File: config.mk
export PLATFORM = sky130hd
export DESIGN_NAME = cv32e40p_clock_gate_ctrl
export DESIGN_NICKNAME = d
export VERILOG_FILES = /design/src/rtl/cv32e40p_clock_gate_ctrl.sv
export SDC_FILE = /design/constraint.sdc
export NUM_CORES = 1
export LEC_CHECK = 0
export CORE_ASPECT_RATIO = 2
export CORE_UTILIZATION = 45
export CTS_CLUSTER_SIZE = 25
export DETAILED_ROUTE_END_ITERATION = 10
export GPL_TIMING_DRIVEN = 0
export MAX_ROUTING_LAYER = met4
export PLACE_DENSITY = 0.77
export SYNTH_ARGS = -nofsm -noshare
export SYNTH_HDL_FRONTEND = slang
export SYNTH_SLANG_ARGS = --single-unit
File: constraint.sdc
create_clock -name clk_i -period 1.7 [get_ports clk_i]
set_input_delay 0.34 -clock clk_i [delete_from_list [all_inputs] [get_ports clk_i]]
set_output_delay 0.34 -clock clk_i [all_outputs]
set_load 0.01 [all_outputs]
File: src/rtl/cv32e40p_clock_gate_ctrl.sv
// Clock-gate enable sequencer for one shared gated clock domain.
// Lives in the free-running clock domain next to the clock-gate cell.
// It grants requesters only while the gated clock is known stable.
// It keeps the enable asserted for a settle period before the first grant.
// It holds the enable for an idle hold-off after the last request goes away.
module cv32e40p_clock_gate_ctrl #(
    parameter int NUM_REQ     = 4,
    parameter int WAKE_CYCLES = 2,
    parameter int IDLE_CYCLES = 16,
    parameter int CNT_W       = 16
) (
    input  logic               clk_i,
    input  logic               rst_ni,
    input  logic [NUM_REQ-1:0] req_i,
    input  logic               force_on_i,
    input  logic               clr_cnt_i,
    output logic [NUM_REQ-1:0] ack_o,
    output logic               en_o,
    output logic               active_o,
    output logic [CNT_W-1:0]   wake_cnt_o
);

    // Counter widths never collapse to zero bits, even for 1-cycle delays.
    localparam int WAKE_W = (WAKE_CYCLES > 1) ? $clog2(WAKE_CYCLES) : 1;
    localparam int IDLE_W = (IDLE_CYCLES > 1) ? $clog2(IDLE_CYCLES) : 1;
    localparam logic [WAKE_W-1:0] WAKE_LOAD = WAKE_W'(WAKE_CYCLES - 1);
    localparam logic [IDLE_W-1:0] IDLE_LOAD = IDLE_W'((IDLE_CYCLES > 0) ? IDLE_CYCLES - 1 : 0);

    typedef enum logic [1:0] {
        ST_OFF       = 2'd0,
        ST_WAKING    = 2'd1,
        ST_ON        = 2'd2,
        ST_IDLE_WAIT = 2'd3
    } state_t;

    state_t              state_reg, state_next;
    logic [WAKE_W-1:0]   wake_cnt_reg, wake_cnt_next;
    logic [IDLE_W-1:0]   idle_cnt_reg, idle_cnt_next;
    logic [CNT_W-1:0]    wake_stat_reg, wake_stat_next;
    logic                en_reg;
    logic                any_req;
    logic                wake_event;
    logic                on_state;

    // force_on_i behaves like an extra requester that never gets a grant.
    assign any_req = (|req_i) | force_on_i;

    // State register, delay counters, registered enable and wake statistic.
    always_ff @(posedge clk_i or negedge rst_ni) begin
        if (!rst_ni) begin
            state_reg     <= ST_OFF;
            wake_cnt_reg  <= '0;
            idle_cnt_reg  <= '0;
            wake_stat_reg <= '0;
            en_reg        <= 1'b0;
        end else begin
            state_reg     <= state_next;
            wake_cnt_reg  <= wake_cnt_next;
            idle_cnt_reg  <= idle_cnt_next;
            wake_stat_reg <= wake_stat_next;
            // The enable follows the next state so it changes on the same edge as the state.
            en_reg        <= (state_next != ST_OFF);
        end
    end

    // Next-state logic: settle on wake-up, hold off on idle, and never emit short enable pulses.
    always_comb begin
        state_next    = state_reg;
        wake_cnt_next = wake_cnt_reg;
        idle_cnt_next = idle_cnt_reg;
        case (state_reg)
            ST_OFF: begin
                if (any_req) begin
                    state_next    = ST_WAKING;
                    wake_cnt_next = WAKE_LOAD;
                end
            end
            ST_WAKING: begin
                // Runs to completion even if every request disappears.
                if (wake_cnt_reg == '0) begin
                    state_next = ST_ON;
                end else begin
                    wake_cnt_next = wake_cnt_reg - WAKE_W'(1);
                end
            end
            ST_ON: begin
                if (!any_req) begin
                    if (IDLE_CYCLES == 0) begin
                        state_next = ST_OFF;
                    end else begin
                        state_next    = ST_IDLE_WAIT;
                        idle_cnt_next = IDLE_LOAD;
                    end
                end
            end
            ST_IDLE_WAIT: begin
                if (any_req) begin
                    state_next = ST_ON;
                end else if (idle_cnt_reg == '0) begin
                    state_next = ST_OFF;
                end else begin
                    idle_cnt_next = idle_cnt_reg - IDLE_W'(1);
                end
            end
            default: state_next = ST_OFF;
        endcase
    end

    // Wake statistic: count OFF->WAKING with saturation; clear wins over increment.
    always_comb begin
        wake_event     = (state_reg == ST_OFF) && any_req;
        wake_stat_next = wake_stat_reg;
        if (clr_cnt_i) begin
            wake_stat_next = '0;
        end else if (wake_event && (wake_stat_reg != {CNT_W{1'b1}})) begin
            wake_stat_next = wake_stat_reg + CNT_W'(1);
        end
    end

    // Output decode from the registered state only.
    always_comb begin
        on_state = (state_reg == ST_ON);
    end

    // Grants are shared: every requester that is asking is acked while ON.
    generate
        for (genvar gi = 0; gi < NUM_REQ; gi++) begin : g_ack
            assign ack_o[gi] = req_i[gi] & on_state;
        end
    endgenerate

    assign active_o   = on_state;
    assign en_o       = en_reg;
    assign wake_cnt_o = wake_stat_reg;

endmodule

==> impl_metrics.yaml <==
status:
  status: "finished with violations"
  violations: "negative setup slack"
place:
  place_hpwl_mm: 2.718
  dp.cells: 210
  gp_congestion: 0.8713
  portBuffers: 29
  placed_area_um2: 1813
cells_and_area:
  final_common_cell: "buf_4"
  multi_input_area_um2: 1008
  n_fill_cell: 180
  drive_above_1_share_pct: 46.76
  layout.area.seq_um2: 613.1
  syn2layout_area_growth_pct: 65.43
  final_cells: 246
  stdcell_area_um2: 2341
  nNetsFinal: 227
  final_cell_mix: "buf_4 (27), dfrtp_1 (14), clkdlybuf4s50_1 (14)"
  diodes: 0
  largest_register_ff_count: 16
worst_setup_path:
  endpoint_kind: "register"
  startpoint: "wake_cnt_o[11]"
  required_ns: 1.87
  crit_path_start_kind: "register"
  timing.rr.start: "wake_cnt_o[11]"
  worstPathArrival_ns: 1.98
  path_max_fanout: 6
  crit_type: "register to register"
die:
  io_pins: 30
  fp.dieW_um: 41.65
  die_area_um2: 3386
  core-area_um2: 2978
  rows: 28
  fp.dieH_um: 81.31
  start_util_pct: 47.52
sta:
  max_freq_ghz: 0.5521
  finalSetupViolCount: 12
  report.final.slew_viol_count: 0
  worst_pin_slew_ns: 1.109
  finalCritPeriodShare_pct: 106.5
  setup_slack_ns: -0.1113
  slew_headroom_pct: 25.82
  rsz0062_at_grt: "yes"
  fin_crit_ns: 1.811
  finalHoldViolations: 0
  fin_worst_skew_ns: 0.008498
logic_synthesis:
  seq_area_frac_synth_pct: 42.44
  synth_area_um2: 1415
  synthAdderAreaFrac_pct: 1.768
  synth_area_per_cell_um2: 9.372
  synth-async-reset-ratio_pct: 100.0
  synth.net_count: 161
  synth-compound-area-share_pct: 12.91
  yosysWarnings: 0
  synth_top_family_by_area: "simple AND/OR/NAND/NOR gates"
  netlist_instances: 151
  synth_cell_types: 37
  synthSimpleGateAreaFrac_pct: 32.01
  synth_edf_count: 0
  ys.flop_type: "dfrtp_1"
  ys_ff_latch: 24
  synthXorXnorAreaFrac_pct: 0
  synthMuxAreaShare_pct: 7.162
pwr:
  powerDensity_nw_per_um2: 543.8
  pwr-share-comb_pct: 10.5
  irDropWorstVdd_uv: 537.8
  static-leakage-power_nw: 0.9899
  p_sw_uw: 301.1
  pwr-share-clk_pct: 40.2
  seqPwrFrac_pct: 49.3
  power_switching_share_pct: 23.65
  intPower_uw: 971.9
hold_path:
  hp-start: "idle_cnt_reg[0]"
  hold_path_class: "register to register"
drt:
  dr.pass1.iters: 4
  drt-initial-drc-count: 51
  drt_wl_total_mm: 4.987
  drc: 0
  via_count: 1544
  wl_per_cell_um: 20.27
  antenna_left: 0
  viasPerCell: 6.276
global_route:
  grtUsageTotal_pct: 28.98
  grt_max_degree: 25
  grt.overflow.total: 0
  grt_pass1_vias: 1571
  grt_pass1_wl_mm: 7.307
  antenna_found_initial: 0
run:
  drv_cap: 0
clock_tree:
  path_clk_slew_ns: 0.09
  clk-insertion-delay-late_ns: 0.27
  cts-root-buf: "clkbuf_8"
  clockBufferDepth: 2
  htreeDepth: 1
  cts_buffers: 3
  clock-sinks: 24
  cts_tree: "built"
==> stage by stage <==
| step | setup TNS [ns] | total power, mW | hold WS [ns] | util [%] | setup WS, ns |
|---|---|---|---|---|---|
| final | -0.8410 | 1.273 | 0.5377 | 78.61 | -0.1113 |
| after global routing | -1.612 | 1.318 | 0.5465 | 78.61 | -0.1667 |
| after global placement | -11.98 | 0.7503 | 0.5023 | 60.88 | -0.5512 |
| after CTS | -0.3839 | 1.264 | 0.5354 | 73.70 | -0.09072 |
| after detailed placement | -14.25 | 0.7597 | 0.5242 | 60.88 | -0.6402 |
| after floorplan | -0.1438 | 0.6911 | 0.04441 | - | -0.03232 |
==> cells by family (layout without fill, tap and decap cells) <==
group,after synthesis,after routing
mux,9,9
buf+inv,13,78
simple gates,74,74
compound gates,29,29
flops,24,24
fa+ha+maj,2,2
==> cell type report <==
cell class	count	area share (%)
Clock buffer	3	1.764
Multi-Input combinational cell	114	43.08
Tap cell	30	1.603
Buffer	6	2.512
Inverter	7	1.122
Timing Repair Buffer	61	22.45
Sequential cell	24	26.19
Clock inverter	1	1.283
==> Yosys cell counts (all sizes together) (2+ instances only) <==
master | count | area (µm²)
inv | 7 | 26.28
o21ai | 6 | 33.78
nor3 | 2 | 15.01
mux2 | 9 | 101.4
dfrtp | 24 | 600.6
clkbuf | 3 | 11.26
nor4 | 10 | 77.57
nand2 | 10 | 37.54
nand3 | 6 | 30.03
and2 | 5 | 31.28
ha | 2 | 25.02
nand4 | 4 | 40.04
o31ai | 6 | 45.04
a21oi | 9 | 45.04
buf | 3 | 15.01
nor2b | 8 | 50.05
nor2 | 14 | 52.55
a31oi | 3 | 18.77
or4 | 6 | 53.80
a22o | 2 | 17.52
or3 | 3 | 20.02
==> critical path: stages, from the launching register on <==
cell,delay [ns]
dfrtp_1,0.48
nand4_1,0.29
buf_4,0.23
nor2_1,0.10
nor4b_4,0.27
mux2_4,0.33
==> path summary, 6_finish.rpt <==
path | endpoint | slack (ns) | cells after the start
min | idle_cnt_reg[0] | 0.54 | 1
min reg2reg | idle_cnt_reg[0] | 0.54 | 1
max reg2reg | wake_cnt_o[14] | -0.11 | 5
min in group asynchronous | wake_cnt_o[14] | 0.65 | 1
max | wake_cnt_o[14] | -0.11 | 5
max in group asynchronous | wake_cnt_o[8] | 0.29 | 1
==> layer usage <==
metal,up-vias,wire (µm),track usage [%]
met4,0,193,17.10
li1,687,-,-
met3,21,184,2.222
met5,-,0,-
met2,67,2911,55.00
met1,769,1698,27.68
==> repair_timing <==
| action | CTS | global route |
|---|---|---|
| pin swaps | 10 | 8 |
| hold endpoints to repair | 0 | 0 |
| cloned | 2 | 0 |
| setup buffers | 18 | 12 |
| resized for setup | 62 | 25 |
| setup endpoints to repair | 28 | 22 |
| hold buffers | 0 | 0 |
==> power by group through the flow <==
stage | Clock (mW) | Combinational, mW | Sequential (mW)
floorplan | 0 | 0.0682 | 0.623
CTS | 0.510 | 0.132 | 0.622
detailed placement | 0 | 0.129 | 0.630
global route | 0.541 | 0.147 | 0.630
global placement | 0 | 0.124 | 0.627
finish | 0.511 | 0.134 | 0.628
No activity file was read; power rests on OpenSTA's default activity.
